[config.mk]
export PLATFORM = sky130hd
export DESIGN_NAME = ram_port_master
export DESIGN_NICKNAME = d
export VERILOG_FILES = /design/src/rtl/ram_port_pkg.sv /design/src/rtl/ram_port_master.sv
export SDC_FILE = /design/constraint.sdc
export NUM_CORES = 1
export LEC_CHECK = 0
export CAP_MARGIN = 20
export CORE_AREA = 10 10 117 119
export CTS_BUF_LIST = sky130_fd_sc_hd__clkbuf_2 sky130_fd_sc_hd__clkbuf_4 sky130_fd_sc_hd__clkbuf_8
export DETAILED_ROUTE_END_ITERATION = 12
export DIE_AREA = 0 0 127 129
export PLACE_DENSITY = 0.74
export SLEW_MARGIN = 20
export SYNTH_ARGS = -nofsm -noshare
export SYNTH_HDL_FRONTEND = slang
export SYNTH_SLANG_ARGS = --single-unit
[constraint.sdc]
create_clock -name clk_i -period 1.97 [get_ports clk_i]
set_input_delay 0.2955 -clock clk_i [delete_from_list [all_inputs] [get_ports clk_i]]
set_output_delay 0.2955 -clock clk_i [all_outputs]
set_load 0.05 [all_outputs]
[src/rtl/ram_port_pkg.sv]
// Shared types and lane helpers for the RAM port master: size encoding, FSM states,
// byte-enable generation, store replication and load extraction.
package ram_port_pkg;

    typedef enum logic [1:0] {
        SZ_BYTE = 2'b00,
        SZ_HALF = 2'b01,
        SZ_WORD = 2'b10,
        SZ_ILL  = 2'b11
    } size_e;

    typedef enum logic [1:0] {
        IDLE  = 2'b00,
        ISSUE = 2'b01,
        WAIT  = 2'b10,
        RESP  = 2'b11
    } state_e;

    function automatic logic req_err(input size_e sz, input logic [1:0] a);
        case (sz)
            SZ_HALF: req_err = a[0];
            SZ_WORD: req_err = (a != 2'b00);
            SZ_ILL:  req_err = 1'b1;
            default: req_err = 1'b0;
        endcase
    endfunction

    function automatic logic [3:0] lane_be(input size_e sz, input logic [1:0] a);
        case (sz)
            SZ_BYTE: lane_be = 4'b0001 << a;
            SZ_HALF: lane_be = a[1] ? 4'b1100 : 4'b0011;
            SZ_WORD: lane_be = 4'b1111;
            default: lane_be = 4'b0000;
        endcase
    endfunction

    function automatic logic [31:0] store_data(input size_e sz, input logic [31:0] d);
        case (sz)
            SZ_BYTE: store_data = {4{d[7:0]}};
            SZ_HALF: store_data = {2{d[15:0]}};
            default: store_data = d;
        endcase
    endfunction

    // Right-justify the addressed lane(s) of a RAM word, with optional sign extension.
    function automatic logic [31:0] load_extract(input logic [31:0] d, input size_e sz,
                                                 input logic [1:0] a, input logic sgn);
        logic [31:0] shifted;
        logic [15:0] half;
        shifted = d >> {a, 3'b000};
        half    = a[1] ? d[31:16] : d[15:0];
        case (sz)
            SZ_BYTE: load_extract = {{24{sgn & shifted[7]}}, shifted[7:0]};
            SZ_HALF: load_extract = {{16{sgn & half[15]}}, half};
            default: load_extract = d;
        endcase
    endfunction

endpackage

[src/rtl/ram_port_master.sv]
// Single-request load/store master that drives a synchronous single-port RAM.
//   state | meaning
//   IDLE  | ready_o=1, waiting for req_i
//   ISSUE | RAM address/enables/data on the port, ram_we_o=1 for stores
//   WAIT  | load only: RAM read data returning, captured at end of state
//   RESP  | done_o pulse (err_o valid), then back to IDLE
module ram_port_master
    import ram_port_pkg::*;
#(
    parameter int ADDR_W = 12
) (
    input  logic              clk_i,
    input  logic              rst_n_i,
    input  logic              req_i,
    output logic              ready_o,
    input  logic              we_i,
    input  logic [ADDR_W+1:0] addr_i,
    input  logic [1:0]        size_i,
    input  logic              signed_i,
    input  logic [31:0]       wdata_i,
    output logic              done_o,
    output logic              err_o,
    output logic [31:0]       rdata_o,
    output logic              ram_we_o,
    output logic [ADDR_W-1:0] ram_adr_o,
    output logic [3:0]        ram_be_o,
    output logic [31:0]       ram_dat_o,
    input  logic [31:0]       ram_dat_i
);

    state_e     state;
    logic       we_q;
    logic       sgn_q;
    size_e      size_q;
    logic [1:0] lane_q;

    always_ff @(posedge clk_i or negedge rst_n_i) begin
        if (!rst_n_i) begin
            state     <= IDLE;
            ready_o   <= 1'b1;
            done_o    <= 1'b0;
            err_o     <= 1'b0;
            rdata_o   <= '0;
            ram_we_o  <= 1'b0;
            ram_adr_o <= '0;
            ram_be_o  <= '0;
            ram_dat_o <= '0;
            we_q      <= 1'b0;
            sgn_q     <= 1'b0;
            size_q    <= SZ_BYTE;
            lane_q    <= '0;
        end else begin
            done_o <= 1'b0;
            case (state)
                IDLE: begin
                    if (req_i) begin
                        ready_o <= 1'b0;
                        we_q    <= we_i;
                        sgn_q   <= signed_i;
                        size_q  <= size_e'(size_i);
                        lane_q  <= addr_i[1:0];
                        if (req_err(size_e'(size_i), addr_i[1:0])) begin
                            state  <= RESP;
                            done_o <= 1'b1;
                            err_o  <= 1'b1;
                        end else begin
                            state     <= ISSUE;
                            err_o     <= 1'b0;
                            ram_we_o  <= we_i;
                            ram_adr_o <= addr_i[ADDR_W+1:2];
                            ram_be_o  <= lane_be(size_e'(size_i), addr_i[1:0]);
                            ram_dat_o <= store_data(size_e'(size_i), wdata_i);
                        end
                    end
                end
                ISSUE: begin
                    ram_we_o <= 1'b0;
                    ram_be_o <= '0;
                    if (we_q) begin
                        state  <= RESP;
                        done_o <= 1'b1;
                    end else begin
                        state <= WAIT;
                    end
                end
                WAIT: begin
                    rdata_o <= load_extract(ram_dat_i, size_q, lane_q, sgn_q);
                    state   <= RESP;
                    done_o  <= 1'b1;
                end
                RESP: begin
                    state   <= IDLE;
                    err_o   <= 1'b0;
                    ready_o <= 1'b1;
                end
                default: state <= IDLE;
            endcase
        end
    end

endmodule

==> impl_metrics.tcl <==
set metrics [dict create \
    grt_pass1_vias 4243 \
    pwr-share-clk_pct 10.4 \
    avgRoutedWirePerCell_um 18.50 \
    max_stage_delay_ps 850 \
    cap_violations 0 \
    worstSetupEndpointType "output port" \
    min_period_ps 1885 \
    dr.pass1.iters 4 \
    cp-start-kind "flop" \
    num_rows 39 \
    place_congestion 0.8861 \
    antenna_cells 0 \
    p_leak_nw 2.874 \
    grt_usage_pct 16.74 \
    drt-initial-drc-count 273 \
    synth_mux_area_share_pct 15.08 \
    cts.htree.levels 3 \
    final_cell_mix "162 x clkdlybuf4s50_1, 90 x dfrtp_1, 85 x nand2_1, 60 x o21ai_0, 29 x mux2i_1" \
    synth-xor-area-share_pct 0 \
    reg2reg_depth 4 \
    synth_top_family_by_area "multiplexers" \
    viasPerCell 5.155 \
    cts_buffer_depth 2 \
    clock_latency_ps 370 \
    synth.top_cell.area_share_pct 50.72 \
    worst-path-max-fanout 3 \
    power_density_nw_per_um2 1916 \
    cts-root-buf "clkbuf_8" \
    slew_headroom_pct 61.57 \
    drc 0 \
    max_freq_ghz 0.5304 \
    synth_top_cell_by_area "dfrtp_1" \
    clk_pin_slew_ps 90 \
    outcome "completed" \
    cts_num_sinks 92 \
    setup_violations 0 \
    slew_viol_final 0 \
    p_sw_share_pct 50.33 \
    crit_slowest_cell "clkdlybuf4s50_1" \
    hp-class "input port to asynchronous set/reset pin" \
    layout-drive-gt1-share_pct 13.52 \
    worst_pin_slew_ps 574.6 \
    power.net_switching_w 0.006349 \
    initial_core_util_pct 39.66 \
    path_buf_inv 1 \
    postRouteAntennaNets 0 \
    vias 3902 \
    ys_ff_latch 92 \
    place.port_buffers 168 \
    final_nets 699 \
    yosysUniqueCellTypes 40 \
    regToRegStartpoint "lane_q[1]" \
    ys_seq_area_share_pct 51.31 \
    rsz0062_at_grt "false" \
    die_height_um 129 \
    dpl.hpwl_um 10960 \
    synthesis.area_um2 4489 \
    synth.area.top_cells "dfrtp_1 51%, nand2_1 7.1%, o21ai_0 6.7%" \
    finalHoldViolCount 0 \
    arrival_ps 1590 \
    synthSimpleGateAreaFrac_pct 14.30 \
    required_ps 1670 \
    p_int_w 0.006267 \
    worstSetupPathType "flop to output port" \
    grt_pass1_wl_um 22290 \
    r2r-end "rdata_o[9]" \
    ff2ff_setup_slack_ps 210 \
    synth_warnings 0 \
    cts_made_buffers 9 \
    place_inst 741 \
    stdcell_count 757 \
    whs_ps 436.9 \
    synth_nets 529 \
    synth_compound_area_share_pct 14.07 \
    antenna_found_initial 0 \
    power_frac_seq_pct 27.8 \
    synth.avg_cell_area_um2 10.20 \
    synthToLayoutAreaGrowth_pct 46.68 \
    fin_total_pwr_w 0.01262 \
    grt_max_degree 42 \
    period_share_pct 95.70 \
    syn-instance-count 440 \
    overflow 0 \
    cts_tree "built" \
    ir_drop_mv 1.024 \
    worstPathCellList "clkdlybuf4s50_1" \
    wl_um 14010 \
    final_core_util_pct 58.17 \
    design.die.area_um2 16380 \
    p_comb_share_pct 61.8 \
    ioPinCount 169 \
    finClkSkew_ps 11.04 \
    dieWidth_um 127 \
    core_um2 11320 \
    final_common_cell "clkdlybuf4s50_1" \
    path_delay_family "buffers and inverters" \
    synth_fa_ha_area_share_pct 1.115 \
]
[worst max-delay path by stage]
stage / cells after the start / to / startpoint
3_5_place_dp: 5 / ram_dat_o[0] / addr_i[0]
3_3_place_gp: 5 / ram_adr_o[10] / size_i[0]
6_report: 1 / ram_we_o / ram_we_o
4_1_cts: 4 / rdata_o[9] / lane_q[1]
2_1_floorplan: 7 / ram_adr_o[0] / state[0]
5_1_grt: 1 / ram_we_o / ram_we_o
[logic make-up after synthesis]
kind of cell | after synthesis
adders and majority gates | 4
buffers and inverters | 36
DFF | 92
muxes | 60
and+or+nand+nor | 141
AOI/OAI and AO/OA | 107
[per-stage QoR]
stage                     setup TNS, ps  setup slack (ps)  area, µm²
final                                 0             84.79       6585
after global routing                  0             29.14       6585
after CTS                             0             32.76       6584
after detailed placement         -5.012            -2.434       6374
after global placement                0             65.00       6374
after floorplan                       0             311.4       4489
[flip-flops by register name, summed over array words and instances (netlist names)]
name,count
ram_adr_o,12
lane_q,2
size_q,2
ready_o,1
sgn_q,1
ram_we_o,1
we_q,1
ram_dat_o,32
ram_be_o,4
rdata_o,32
done_o,1
err_o,1
state,2
[layout make-up]
class	instances	area (µm²)
Fill cell	994	4736
Timing Repair Buffer	190	1872
Tap cell	143	178.9
Sequential cell	92	2305
Multi-Input combinational cell	312	2011
Inverter	5	18.77
Clock buffer	12	152.6
Clock inverter	3	47.55
[repair_timing]
item | in CTS | in global routing
hold buffers | 1 | 0
hold endpoints to repair | 32 | 0
buffers inserted | 0 | 0
resized for setup | 0 | 1
setup endpoints to repair | 0 | 20
[routing by layer]
metal | vias to the layer above | share of wire, % | global-route usage [%]
met5 | - | 0 | 0
met1 | 1859 | 41 | 18.75
li1 | 1869 | - | -
met3 | 18 | 11 | 8.624
met2 | 156 | 47 | 27.61
met4 | 0 | 1.2 | 4.421
[power groups by stage]
stage                     clock network [W]  registers, W  logic [W]
final                               0.00132       0.00350    0.00780
after global routing                0.00143       0.00362    0.00831
after CTS                           0.00135       0.00351    0.00787
after detailed placement                  0       0.00352    0.00784
after global placement                    0       0.00348    0.00773
after floorplan                           0       0.00637    0.00223
[Yosys cell counts (all sizes together)]
cell     n
a221o    7
inv      4
mux2i   29
nand2   86
and2     1
dfrtp   91
o22ai    1
o32a     1
nand4    1
or2      1
a21boi   1
buf     15
ha       4
a31oi    1
clkbuf  16
o21bai   1
nor3     3
nand3b   8
dfstp    1
a32o     7
clkinv   1
a21oi   25
o21ai   61
nand2b   4
o311ai   1
mux2    31
o211ai   1
nor2    18
nor2b   10
nand3    8
or2b     1
Power figures use the tool's default switching activity.
